### src/rtl/q_pkg.sv
// Shared definitions for the Q-flop handshake front end: FSM encoding,
// synchronizer default depth and a constant-evaluable clog2.
package q_pkg;

   typedef enum logic [2:0] {
      IDLE  = 3'd0,
      SETUP = 3'd1,
      REQ   = 3'd2,
      RTZ   = 3'd3,
      ERR   = 3'd4
   } q_state_t;

   localparam int SYNC_STAGES_DEF = 2;

   function automatic int clog2(input int v);
      int r;
      r = 0;
      for (int i = 1; i < v; i = i * 2) r++;
      return r;
   endfunction

endpackage

### src/rtl/q_sync_ff.sv
// Multi-flop synchronizer for a single asynchronous level; output is the
// input delayed by STAGES clocks.
module q_sync_ff
   import q_pkg::*;
#(
   parameter int STAGES = SYNC_STAGES_DEF
) (
   input  logic clk,
   input  logic rst,
   input  logic d,
   output logic q
);

   logic [STAGES-1:0] sync_pipe;

   always_ff @(posedge clk) begin
      if (!rst) sync_pipe <= '0;
      else      sync_pipe <= {sync_pipe[STAGES-2:0], d};
   end

   assign q = sync_pipe[STAGES-1];

endmodule

### src/rtl/q_sync_tx.sv
// Clocked transmitter: buffers words from a valid/ready port and issues one
// four-phase return-to-zero handshake per word on r_out/a_in.
module q_sync_tx
   import q_pkg::*;
#(
   parameter int WIDTH       = 8,
   parameter int DEPTH       = 4,
   parameter int SYNC_STAGES = SYNC_STAGES_DEF,
   parameter int TIMEOUT     = 255
) (
   input  logic                     clk,
   input  logic                     rst,
   input  logic                     in_valid,
   output logic                     in_ready,
   input  logic [WIDTH-1:0]         in_data,
   output logic                     r_out,
   input  logic                     a_in,
   output logic [WIDTH-1:0]         d_out,
   output logic [$clog2(DEPTH):0]   level,
   output logic                     err_timeout
);

   localparam int AW = clog2(DEPTH);
   localparam int LW = AW + 1;
   localparam int TW = clog2(TIMEOUT + 1);

   logic [WIDTH-1:0] mem [DEPTH];
   logic [AW-1:0]    wr_ptr, rd_ptr;
   logic [TW-1:0]    tcnt;
   q_state_t         state;
   logic             ack_s, full, push, pop, tmo;

   q_sync_ff #(.STAGES(SYNC_STAGES)) u_ack_sync (
      .clk (clk),
      .rst (rst),
      .d   (a_in),
      .q   (ack_s)
   );

   assign full     = (level == LW'(DEPTH));
   assign in_ready = !full && (state != ERR);
   assign push     = in_valid && in_ready;
   assign pop      = (state == REQ) && ack_s;
   // tcnt counts completed cycles in the phase; this cycle is the TIMEOUT-th
   assign tmo      = (tcnt == TW'(TIMEOUT - 1));

   always_ff @(posedge clk) begin
      if (rst && push) mem[wr_ptr] <= in_data;
   end

   always_ff @(posedge clk) begin
      if (!rst) begin
         state       <= IDLE;
         r_out       <= 1'b0;
         d_out       <= '0;
         level       <= '0;
         wr_ptr      <= '0;
         rd_ptr      <= '0;
         tcnt        <= '0;
         err_timeout <= 1'b0;
      end else begin
         if (push) wr_ptr <= wr_ptr + 1'b1;
         if (pop)  rd_ptr <= rd_ptr + 1'b1;
         if (push && !pop)      level <= level + 1'b1;
         else if (pop && !push) level <= level - 1'b1;

         case (state)
            // A still-high ack belongs to a previous handshake; wait it out
            IDLE: begin
               if (level != '0 && !ack_s) begin
                  d_out <= mem[rd_ptr];
                  state <= SETUP;
               end
            end
            SETUP: begin
               r_out <= 1'b1;
               tcnt  <= '0;
               state <= REQ;
            end
            REQ: begin
               if (ack_s) begin
                  r_out <= 1'b0;
                  tcnt  <= '0;
                  state <= RTZ;
               end else if (tmo) begin
                  r_out       <= 1'b0;
                  err_timeout <= 1'b1;
                  state       <= ERR;
               end else begin
                  tcnt <= tcnt + 1'b1;
               end
            end
            RTZ: begin
               if (!ack_s) begin
                  state <= IDLE;
               end else if (tmo) begin
                  err_timeout <= 1'b1;
                  state       <= ERR;
               end else begin
                  tcnt <= tcnt + 1'b1;
               end
            end
            ERR: begin
               r_out       <= 1'b0;
               err_timeout <= 1'b1;
            end
            default: begin
               r_out <= 1'b0;
               state <= IDLE;
            end
         endcase
      end
   end

endmodule

### config.mk
export PLATFORM = sky130hd
export DESIGN_NAME = q_sync_tx
export DESIGN_NICKNAME = d
export VERILOG_FILES = /design/src/rtl/q_pkg.sv /design/src/rtl/q_sync_ff.sv /design/src/rtl/q_sync_tx.sv
export SDC_FILE = /design/constraint.sdc
export NUM_CORES = 1
export LEC_CHECK = 0
export CORE_MARGIN = 5
export CORE_UTILIZATION = 55
export DETAILED_ROUTE_END_ITERATION = 16
export GPL_ROUTABILITY_DRIVEN = 0
export GPL_TIMING_DRIVEN = 1
export HOLD_SLACK_MARGIN = 0.06
export PLACE_DENSITY = 0.77
export RECOVER_POWER = 100
export REMOVE_ABC_BUFFERS = 1
export SYNTH_ARGS = -nofsm -noshare
export SYNTH_HDL_FRONTEND = slang
export SYNTH_SLANG_ARGS = --single-unit
### constraint.sdc
create_clock -name clk -period 3.8 [get_ports clk]
set_input_delay 0.95 -clock clk [delete_from_list [all_inputs] [get_ports clk]]
set_output_delay 0.95 -clock clk [all_outputs]
set_load 0.02 [all_outputs]
After elaboration in Yosys (flattened, before gate mapping) --
Memories as Yosys holds them, arrays and structs flattened. A register that Yosys moved wholly into a read port is not among the register bits. Index checks and enable logic that the tools add are counted.
Word-level totals: bits in registers 22, latch bits 0, memory bits (writable) 32, bits in read-only memories 0, word-level logic and storage cells 70, memories kept 1
Operators by class: add/subtract/negate cells 5, multipliers 0, divide/modulo/power cells 0, magnitude comparators 0, eq/ne operators 11, shift operators 0, muxes and demuxes 20, bitwise gates (word level) 2, reductions and logical operators 23
Memories:
- mem | words 4, bits a word 8, rd ports 1, clocked after Yosys merged registers in 1, wr ports 1, RTL line q_sync_tx.sv:27 | logic [WIDTH-1:0] mem [DEPTH];
Operators by type and width (number):
- $mux 8 | 3
- $pmux 8 s3 | 1
- $mux 3 | 6
- $pmux 3 s5 | 1
- $reduce_bool 3->1 | 3
- $add 8x1->8 const B | 1
- $eq 8x8->1 const B | 1
- $reduce_and 2->1 | 4
- $logic_and 1x1->1 | 7
- $mux 1 | 7
- $eq 3x2->1 const B | 2
- $eq 3x3->1 const B | 2
- $pmux 1 s3 | 2
- $logic_not 1->1 | 5
- $add 2x1->2 const B | 2
- $ne 2x2->1 const B | 2
- $add 3x1->3 const B | 1
- $eq 3x1->1 const B | 1
- $logic_not 3->1 | 1
- $ne 3x2->1 const B | 1
- $ne 3x3->1 const B | 1
- $reduce_and 3->1 | 1
- $sub 3x1->3 const B | 1
- $ne 2x1->1 const B | 1
- 3 further kinds | 4

Depth between registers and ports, before layout --
Gate-level depths: netlist of run 1.
word-level depth 8, depth in mapped cells 9

By module --
Synthesis of run 1 repeated with hierarchy kept, for this count alone.
Unflattened totals: cells, all modules 200, area total of the unflattened synthesis 2617.5 µm²
Modules (own cells, without submodules):
- q_sync_tx | instances 1, cells an instance 196, area an instance 2565.0 µm², seq. area each 1521.5 µm²
- q_sync_ff | instances 1, cells an instance 4, area an instance 52.6 µm², seq. area each 40.0 µm²

Worst setup path after synthesis of run 1 --
OpenSTA, ideal clock, no wires.
kind input to register, start point input port in_valid, end point register level[2], setup time 71 ps, arrival time 2481 ps, required time 3729 ps, path slack 1249 ps, stages on the path 8, buffers on the path 0, path through inv_1 a221oi_4 ha_1 inv_1 fa_1 xor2_1 or3_1 a21oi_1
Between the ends: longest elaborated chain between the ends 4
RTL lines:
- from (decl) | RTL line q_sync_tx.sv:13 | input logic in_valid,
- $logic_and 1x1->1 (*) | RTL line q_sync_tx.sv:42 | assign push = in_valid && in_ready;
- net push | RTL line q_sync_tx.sv:31 | logic ack_s, full, push, pop, tmo;
- $logic_not 1->1 | RTL line q_sync_tx.sv:65 | else if (pop && !push) level <= level - 1'b1;
- $logic_and 1x1->1 | RTL line q_sync_tx.sv:65
- $reduce_bool 2->1 (no source line)
- to (signal assigned) | RTL line q_sync_tx.sv:64 | if (push && !pop) level <= level + 1'b1;
- to (signal assigned) | RTL line q_sync_tx.sv:65
- to (decl) | RTL line q_sync_tx.sv:19 | output logic [$clog2(DEPTH):0] level,
Mark *: on every way through the listed nets, which the timed path passes. The rest lies on a longest branch. A chain may end at the register's enable or synchronous reset.

Final worst setup path of run 1 --
Same ends and word-level chain as after synthesis.

==> metrics.cfg, run 1 <==
[clocking]
clock_sinks = 62
cts_htree_levels = 3
cts_buffers = 9
post_cts_buffers = 0
tritoncts = yes
clockBufferDepth = 2
clk_pin_slew_worst_paths_ns = 0.07
cts_resized = 0
clk-insertion-delay-late_ns = 0.33
root_buffer = clkbuf_8
hold_buffers = 0

[synth]
synth_compound_area_frac = 0.08941
syn_area_um2 = 2659
yosysTopAreaCellShare = 0.3614
synth-seq-cells = 62
synth_area_per_cell_um2 = 12.72
yosys-top-cells-count = 32 x edfxtp_1, 30 x dfxtp_1, 21 x nor2_1
yosysWarnings = 0
synth-async-reset-ratio = 0
synth.most_common_cell = edfxtp_1
synth_top_cell_by_area = edfxtp_1
ys_types = 41
synthCells = 209
synth_top_family_by_area = simple AND/OR/NAND/NOR gates
synth_adder_area_share = 0.04047
synth_xor_xnor_area_share = 0.01976
synthMuxAreaShare = 0.1092
synthSimpleGateAreaFrac = 0.1275
synth_area_leaders = edfxtp_1 36%, dfxtp_1 23%, mux4_2 6.8%
seq_area_frac_synth = 0.5873
yosys_most_used_dff = edfxtp_1
synth_edf_count = 32

[grt]
grt_max_degree = 22
antenna_found_initial = 0
grt_util_all_layers = 0.1731
grt_pass1_wl_um = 8073
grt_pass1_vias = 1644
grt_overflow = 0

[place]
placedCellCount = 294
postPlaceCellArea_um2 = 2960
dpl.hpwl_um = 3212
place_ws_ns = 0.6357
portBuffers = 25

[worst_hold_path]
hold_class = reg -> reg
min-delay-start = u_ack_sync.sync_pipe[0]$_SDFF_PN0_
worstHoldPathCells = 1
hold_end = u_ack_sync.sync_pipe[1]$_SDFF_PN0_

[critical_path]
worst_path_dominant_cell_family = adder cells
reg2reg_depth = 8
worstSetupPathType = in -> reg
path_max_fanout = 7
cp_num_buf_inv = 3
arrival_ns = 3.17
required_ns = 4.05
r2r_end = level[2]$_SDFFE_PN0P_
endpoint_kind = flop
crit_slowest_cell = dlygate4sd3_1
worstPathCellList = dlygate4sd3_1, inv_1, a221oi_4, ha_1, inv_1, fa_1, xor2_1, or3_1, a21oi_1
r2r_start = state[0]$_SDFFE_PN0P_
cpPeakStageDelay_ns = 0.52
start_kind = input pin
r2r_slack_ns = 1.30
crit_top_cell = inv_1

[floorplan]
io_pins = 26
die_w_um = 79.53
start_util = 0.5629
die_height_um = 79.53
rows = 25
die-area_um2 = 6325
coreArea_um2 = 4723

[timing]
fin_crit_sh = 0.7685
rsz0062_at_grt = false
max_freq_mhz = 342.4
setup_viol = 0
hold_viol_final = 0
slew_violations = 0
period_minus_slack_ns = 2.920
finalClockSkew_ns = 0.005730
slew_headroom = 0.5155
fin_setup_tns_ns = 0
fin_ws_ns = 0.8798
whs_ns = 0.4426
tightest_slew_ns = 0.7260

[power]
irDropWorstVdd_mv = 0.4567
p_leak_nw = 1.152
cellPowerDensity_nw_per_um2 = 631.3
total_power_mw = 2.009

[cells_and_area]
final_layout_size_suffix_gt1_frac = 0.1276
fin_util = 0.6736
areaGrowthSynthToFinish_pct = 19.67
nets = 258
fin_area_um2 = 3182
n_antenna_cell = 0
final_cells = 310

[routing]
num_vias = 1698
viasPerCell = 5.477
first_iter_violations = 124
first_pass_iters = 4
wl_per_cell_um = 15.45
routed_wl_um = 4791
antenna_left = 0
drc_errors = 0

[job]
maxCapViolCount = 0

[run_status]
run_status = finished, final reports clean

-- per-layer routing --
layer / global-route usage / wire, um / vias up
li1: - / - / 833
met1: 0.2221 / 2170 / 829
met2: 0.2671 / 2369 / 29
met3: 0.04628 / 192 / 7
met4: 0.09278 / 59 / 0
met5: 0 / 0 / -
-- logic make-up (layout without fill, tap and decap cells) --
family / after synthesis / in the layout
flops: 62 / 62
buf+inv: 16 / 50
compound gates: 35 / 35
xor+xnor: 6 / 6
simple gates: 63 / 63
fa+ha+maj: 8 / 8
mux: 19 / 19
-- worst reg2reg max path, delay by kind of cell (launching register included) --
family          cells  cell delay, ns
compound gates      2            0.59
xor+xnor            1            0.16
fa+ha+maj           2            0.65
buf+inv             1            0.06
flops               1            0.54
simple gates        2            0.43
-- cells in the final DEF, fill, tap and decap left out, types with 2 or more instances in the layout --
cell           synthesis  routed
edfxtp_1              32      32
dfxtp_1               30      30
dlygate4sd3_1          0      24
nor2_1                21      21
a21oi_1               12      12
mux2i_1               11      11
clkbuf_8               0       9
inv_1                  8       8
nand2_1                8       8
o21ai_0                8       8
mux4_2                 8       8
ha_1                   7       7
nor3_1                 6       6
and3_1                 5       5
xor2_1                 5       5
nand3_1                4       4
o21a_1                 4       4
nand4_1                3       3
nor2b_1                2       2
nand2b_1               2       2
or3_1                  2       2
o32ai_1                2       2
and2_1                 3       2
a211oi_1               2       2
clkinvlp_4             0       2
bufinv_16              0       2
-- flip-flops by register name, indices dropped and copies added, names as in the netlist --
signal                count
level                     3
tcnt                      8
r_out                     1
u_ack_sync.sync_pipe      2
state                     3
rd_ptr                    2
d_out                     8
mem                      32
wr_ptr                    2
err_timeout               1
-- area by class of cell --
type                            instances  area, um^2
Sequential cell                        62        1562
Multi-Input combinational cell        131        1027
Clock inverter                          7       97.59
Fill cell                             351        1541
Inverter                                8       30.03
Timing Repair Buffer                   26       257.7
Clock buffer                            9       123.9
Tap cell                               67       83.83
-- worst max path at each step --
stage | cells after the start | end | from
after global placement | 9 | level[2]$_SDFFE_PN0P_ | in_valid
after CTS | 9 | level[2]$_SDFFE_PN0P_ | in_valid
after detailed placement | 9 | level[2]$_SDFFE_PN0P_ | in_valid
final | 9 | level[2]$_SDFFE_PN0P_ | in_valid
after global routing | 9 | level[2]$_SDFFE_PN0P_ | in_valid
after floorplan | 8 | level[2]$_SDFFE_PN0P_ | in_valid
-- power breakdown --
group          leakage (nW)  switching, mW  internal [mW]
registers             0.535         0.0733          0.783
logic                 0.511          0.284          0.234
clock network         0.106          0.263          0.371
total                  1.15          0.620           1.39
Note: power is estimated with default switching activity, not from simulation.
==> inputs of run 2 (changes only) <==
clock period = 2.8 ns   (was 3.8 ns; I/O delays follow)
==> run 2 against run 1 <==
  * Via count decreased by 0.18%
  * Clock power grew 21%
  * First-iteration DRC count grew 30%
  * Wire length grew 2.5%
  * Hold slack improved by 0.0018 ns
  * Sequential power up 35%
==> metrics.cfg, run 2 (same netlist as run 1, synthesis figures left out) <==
[cells_and_area]
layout_commonest_cell = edfxtp_1  ; unchanged
layout_common_cells = 32 x edfxtp_1, 30 x dfxtp_1, 24 x dlygate4sd3_1, 21 x nor2_1, 12 x a21oi_1  ; unchanged
nets = 263  ; was 258
n_antenna_cell = 0  ; unchanged
largestRegisters = mem x32, d_out x8, tcnt x8  ; unchanged
top_register = mem  ; unchanged
areaGrowthSynthToFinish_pct = 18.96  ; was 19.67%
fin_util = 0.6697  ; was 0.6736
largest_reg_flops = 32  ; unchanged
final_layout_size_suffix_gt1_frac = 0.1210  ; was 0.1276

[timing]
hold_viol_final = 0  ; unchanged
rsz0062_at_grt = false  ; unchanged
tightest_slew_ns = 0.6243  ; was 0.7260 ns
max_freq_mhz = 383.4
fin_setup_tns_ns = 0  ; unchanged
slew_violations = 0  ; unchanged
period_minus_slack_ns = 2.608
fin_crit_sh = 0.9315
finalClockSkew_ns = 0.007214  ; was 0.005730 ns
slew_headroom = 0.5832  ; was 0.5155
setup_viol = 0  ; unchanged

[routing]
first_pass_iters = 4  ; unchanged
viasPerCell = 5.381  ; was 5.477
wl_per_cell_um = 15.59  ; was 15.45 um
num_vias = 1695  ; was 1698
antenna_left = 0  ; unchanged
drc_errors = 0  ; unchanged
first_iter_violations = 161  ; was 124
routed_wl_um = 4912  ; was 4791 um

[floorplan]
die_w_um = 79.53  ; unchanged
coreArea_um2 = 4723  ; unchanged
rows = 25  ; unchanged
die_height_um = 79.53  ; unchanged
start_util = 0.5629  ; unchanged
die-area_um2 = 6325  ; unchanged
io_pins = 26  ; unchanged

[grt]
grt_util_all_layers = 0.1790  ; was 0.1731
antenna_found_initial = 0  ; unchanged
grt_max_degree = 13  ; was 22
grt_pass1_vias = 1661  ; was 1644
grt_pass1_wl_um = 8369  ; was 8073 um
grt_overflow = 0  ; unchanged

[critical_path]
path_max_fanout = 2  ; was 7
start_kind = input pin  ; unchanged
worstSetupPathType = in -> reg  ; unchanged
required_ns = 3.06  ; was 4.05 ns
arrival_ns = 2.87  ; was 3.17 ns
endpoint_kind = flop  ; unchanged

[clocking]
clockBufferDepth = 2  ; unchanged
clock_sinks = 62  ; unchanged
clk-insertion-delay-late_ns = 0.34  ; was 0.33 ns
post_cts_buffers = 0  ; unchanged
tritoncts = yes  ; unchanged
cts_resized = 0  ; unchanged
cts_buffers = 9  ; unchanged
clk_pin_slew_worst_paths_ns = 0.07  ; about the same
hold_buffers = 0  ; unchanged
cts_htree_levels = 3  ; unchanged
root_buffer = clkbuf_8  ; unchanged

[power]
switching_share = 0.3172  ; was 0.3088
p_leak_nw = 1.142  ; was 1.152 nW
clockPowerShare = 0.293  ; was 0.316
irDropWorstVdd_mv = 0.4940  ; was 0.4567 mV
power_switching_mw = 0.8309  ; was 0.6203 mW
total_power_mw = 2.620  ; was 2.009 mW
pwr-share-seq = 0.442  ; was 0.427
p_int_mw = 1.789  ; was 1.388 mW
cellPowerDensity_nw_per_um2 = 828.2  ; was 631.3 nW/um^2
combPwrFrac = 0.265  ; was 0.258

[worst_hold_path]
hold_class = reg -> reg  ; unchanged

[run_status]
run_status = finished, final reports clean  ; unchanged

[place]
portBuffers = 25  ; unchanged
dpl.hpwl_um = 3363  ; was 3212 um

[job]
maxCapViolCount = 0  ; unchanged

==> run 2: cell count changes in the layout (fill, tap and decap cells not counted), sizes merged <==
cell,delta
buf,+1
clkbuf,+4
bufinv,-1
clkinvlp,+1
==> run 2: metrics by stage <==
| stage | setup slack, ns | hold WS (ns) | instances | instance area [um^2] |
|---|---|---|---|---|
| 2_1_floorplan | 0.4952 | 0.4118 | 201 | 2619 |
| 3_3_place_gp | 0.1251 | 0.4285 | 299 | 2998 |
| 3_5_place_dp | 0.04360 | 0.4283 | 299 | 2998 |
| 4_1_cts | 0.2441 | 0.4465 | 315 | 3196 |
| 5_1_grt | 0.1192 | 0.4676 | 315 | 3163 |
| 6_report | 0.1919 | 0.4444 | 315 | 3163 |
==> run 2: final timing paths <==
| path | from | to | slack, ns | cells past startpoint |
|---|---|---|---|---|
| min reg2reg | u_ack_sync.sync_pipe[0]$_SDFF_PN0_ | u_ack_sync.sync_pipe[1]$_SDFF_PN0_ | 0.44 | 1 |
| max reg2reg | state[0]$_SDFFE_PN0P_ | level[2]$_SDFFE_PN0P_ | 0.35 | 8 |
| max | in_valid | level[2]$_SDFFE_PN0P_ | 0.19 | 9 |
| min | u_ack_sync.sync_pipe[0]$_SDFF_PN0_ | u_ack_sync.sync_pipe[1]$_SDFF_PN0_ | 0.44 | 1 |
==> run 2: area by class of cell <==
type,instances,area (um^2)
clock inverters,7,73.82
inverters,8,30.03
well taps,67,83.83
multi-input cells,131,1010
clock buffers,9,123.9
flip-flops and latches,62,1562
repair buffers,31,280.3
fillers,347,1560
==> run 2: per-layer routing <==
| layer | up-vias | track usage | share of wire |
|---|---|---|---|
| li1 | 847 | - | - |
| met5 | - | 0 | 0 |
| met3 | 4 | 0.04966 | 0.050 |
| met4 | 0 | 0.09278 | 0.0086 |
| met1 | 810 | 0.2352 | 0.46 |
| met2 | 34 | 0.2696 | 0.48 |
==> run 2: power by group through the flow <==
stage               logic, mW  clock network [mW]  registers (mW)
finish                  0.693               0.767            1.16
floorplan               0.422                   0            1.23
CTS                     0.738               0.779            1.16
detailed placement      0.733                   0            1.18
global route            0.765               0.828            1.18
global placement        0.717                   0            1.18
==> run 2: worst max-delay path, stage by stage <==
cell           delay, ns
dlygate4sd3_1       0.52
inv_1               0.03
a221oi_1            0.28
ha_1                0.24
inv_1               0.06
fa_1                0.37
xor2_1              0.16
or3_1               0.33
a21oi_1             0.17
==> inputs of run 3 (changes only) <==
CELL_PAD_IN_SITES_DETAIL_PLACEMENT = 1   (was not set)
CELL_PAD_IN_SITES_GLOBAL_PLACEMENT = 2   (was not set)
CORE_MARGIN = 4   (was 5)
CORE_UTILIZATION = 39   (was 55)
PLACE_DENSITY = not set   (was 0.77)
PLACE_DENSITY_LB_ADDON = 0.1   (was not set)
==> run 3 against run 2 <==
  * Wire length grew 21%
  * Final cell count increased by 3.2%
  * Utilization decreased by 17 points
  * Final area increased by 2.0%
  * Sequential power about the same
  * Setup slack got worse by 0.018 ns
  * Total power increased by 6.7%
  * Non-clock buffer count stayed put
  * Critical path depth fell by 6
  * Global-route usage decreased by 2.3 points
  * Clock skew grew 0.0022 ns
  * Largest cell class unchanged
  * Highest routed layer unchanged
==> metrics.cfg, run 3 (same netlist as run 1, synthesis figures left out) <==
[cells_and_area]
layout_commonest_cell = edfxtp_1  ; unchanged
nets = 263  ; unchanged
final_layout_size_suffix_gt1_frac = 0.1290  ; was 0.1210
layout_common_cells = 32 x edfxtp_1, 30 x dfxtp_1, 24 x dlygate4sd3_1, 21 x nor2_1, 12 x a21oi_1  ; unchanged
n_antenna_cell = 0  ; unchanged
nFillCells = 663  ; was 347
largest_reg_flops = 32  ; unchanged
top_register = mem  ; unchanged
areaGrowthSynthToFinish_pct = 21.36  ; was 18.96%
largestRegisters = mem x32, d_out x8, tcnt x8  ; unchanged

[routing]
antenna_left = 0  ; unchanged
num_vias = 1753  ; was 1695
drc_errors = 0  ; unchanged
routed_wl_um = 5936  ; was 4912 um
first_pass_iters = 4  ; unchanged
first_iter_violations = 85  ; was 161
wl_per_cell_um = 18.26  ; was 15.59 um
viasPerCell = 5.394  ; was 5.381

[job]
maxCapViolCount = 0  ; unchanged

[critical_path]
start_kind = flop  ; was input pin
arrival_ns = 1.93  ; was 2.87 ns
endpoint_kind = output port  ; was flop
r2r_start = state[0]$_SDFFE_PN0P_  ; unchanged
path_max_fanout = 9  ; was 2
cpPeakStageDelay_ns = 0.70  ; was 0.52 ns
worst_path_dominant_cell_family = buffers and inverters  ; unchanged
cp_num_buf_inv = 1  ; was 3
worstPathCellList = nor2_4, a22oi_1, dlygate4sd3_1  ; was dlygate4sd3_1, inv_1, a221oi_1, ha_1, inv_1, fa_1, xor2_1, or3_1, a21oi_1
r2r_end = level[2]$_SDFFE_PN0P_  ; unchanged
crit_slowest_cell = dlygate4sd3_1  ; unchanged
path_depth = 3  ; was 9
startpoint = state[0]$_SDFFE_PN0P_  ; was in_valid
worstSetupPathType = reg -> out  ; was in -> reg
crit_path_end = in_ready  ; was level[2]$_SDFFE_PN0P_
reg2reg_depth = 8  ; unchanged
r2r_slack_ns = 0.42  ; was 0.35 ns
required_ns = 2.10  ; was 3.06 ns

[worst_hold_path]
hold_class = reg -> reg  ; unchanged

[timing]
fin_setup_tns_ns = 0  ; unchanged
rsz0062_at_grt = false  ; unchanged
fin_crit_sh = 0.9381  ; was 0.9315
tightest_slew_ns = 0.7126  ; was 0.6243 ns
max_freq_mhz = 380.7  ; was 383.4 MHz
slew_headroom = 0.5250  ; was 0.5832
setup_viol = 0  ; unchanged
period_minus_slack_ns = 2.627  ; was 2.608 ns
slew_violations = 0  ; unchanged
hold_viol_final = 0  ; unchanged
whs_ns = 0.4410  ; was 0.4444 ns
finalClockSkew_ns = 0.009412  ; was 0.007214 ns

[power]
cellPowerDensity_nw_per_um2 = 866.3  ; was 828.2 nW/um^2
irDropWorstVdd_mv = 0.3448  ; was 0.4940 mV
total_power_mw = 2.795  ; was 2.620 mW
p_leak_nw = 1.169  ; was 1.142 nW

[floorplan]
die_w_um = 90.57  ; was 79.53 um
die-area_um2 = 8202  ; was 6325 um^2
die_height_um = 90.57  ; was 79.53 um
coreArea_um2 = 6495  ; was 4723 um^2
rows = 29  ; was 25
start_util = 0.4094  ; was 0.5629
io_pins = 26  ; unchanged

[clocking]
post_cts_buffers = 0  ; unchanged
clockBufferDepth = 2  ; unchanged
root_buffer = clkbuf_8  ; unchanged
tritoncts = yes  ; unchanged
clock_sinks = 62  ; unchanged
clk-insertion-delay-late_ns = 0.33  ; was 0.34 ns
cts_resized = 0  ; unchanged
cts_buffers = 9  ; unchanged
clk_pin_slew_worst_paths_ns = 0.07  ; about the same
hold_buffers = 0  ; unchanged
cts_htree_levels = 3  ; unchanged

[grt]
grt_pass1_wl_um = 9908  ; was 8369 um
antenna_found_initial = 0  ; unchanged
grt_util_all_layers = 0.1557  ; was 0.1790
grt_max_degree = 14  ; was 13
grt_overflow = 0  ; unchanged
grt_pass1_vias = 1906  ; was 1661

[place]
portBuffers = 25  ; unchanged
dpl.hpwl_um = 4264  ; was 3363 um

[run_status]
run_status = finished, final reports clean  ; unchanged

## run 3: changes by cell type in the layout (fill, tap and decap cells not counted)
cell / delta
and2_1: -1
and2_0: +1
clkinv_4: +1
bufinv_16: +1
clkinvlp_4: -2
a221oi_4: +1
clkinv_1: -1
a221oi_1: -1
clkbuf_8: +1
## run 3: power breakdown
group	internal [mW]	switching, mW	total, mW
combinational	0.321	0.409	0.731
clock	0.532	0.363	0.895
sequential	1.06	0.107	1.17
## run 3: per-stage QoR
step,utilization,worst slack [ns],std cells,cell area [um^2]
after floorplan,-,0.4952,201,2619
after global placement,0.4635,0.1272,309,3010
after detailed placement,0.4635,-0.01639,309,3010
after CTS,0.4991,0.2149,325,3242
after global routing,0.4968,0.08067,325,3227
final,0.4968,0.1734,325,3227
## run 3: worst register-to-register path, stage by stage (launching register included)
cell and delay (ns):
dfxtp_1 0.55, nor2_4 0.13, a221oi_4 0.32, ha_1 0.23, inv_1 0.07, fa_1 0.40, xor2_1 0.17, or3_1 0.31
a21oi_1 0.14
## run 3: how the worst min path moves through the flow
stage / end / cells past startpoint / slack [ns] / startpoint
floorplan: u_ack_sync.sync_pipe[1]$_SDFF_PN0_ / 1 / 0.41 / u_ack_sync.sync_pipe[0]$_SDFF_PN0_
global placement: u_ack_sync.sync_pipe[1]$_SDFF_PN0_ / 1 / 0.42 / u_ack_sync.sync_pipe[0]$_SDFF_PN0_
detailed placement: u_ack_sync.sync_pipe[1]$_SDFF_PN0_ / 1 / 0.43 / u_ack_sync.sync_pipe[0]$_SDFF_PN0_
CTS: u_ack_sync.sync_pipe[1]$_SDFF_PN0_ / 1 / 0.45 / u_ack_sync.sync_pipe[0]$_SDFF_PN0_
global route: u_ack_sync.sync_pipe[1]$_SDFF_PN0_ / 1 / 0.47 / u_ack_sync.sync_pipe[0]$_SDFF_PN0_
finish: u_ack_sync.sync_pipe[1]$_SDFF_PN0_ / 1 / 0.44 / u_ack_sync.sync_pipe[0]$_SDFF_PN0_
## run 3: area by class of cell
class | count | area, um^2 | share of cell area
flip-flops and latches | 62 | 1562 | 0.4839
clock inverters | 6 | 93.84 | 0.02908
well taps | 77 | 96.34 | 0.02986
clock buffers | 10 | 137.6 | 0.04265
inverters | 8 | 30.03 | 0.009306
repair buffers | 31 | 280.3 | 0.08686
multi-input cells | 131 | 1027 | 0.3183
## run 3: routing by layer
metal | up-vias | part of all wire | GRT usage
met5 | - | 0 | 0
met4 | 0 | 0.011 | 0.06888
met3 | 6 | 0.031 | 0.03500
met2 | 30 | 0.52 | 0.2600
met1 | 879 | 0.43 | 0.1920
li1 | 838 | - | -
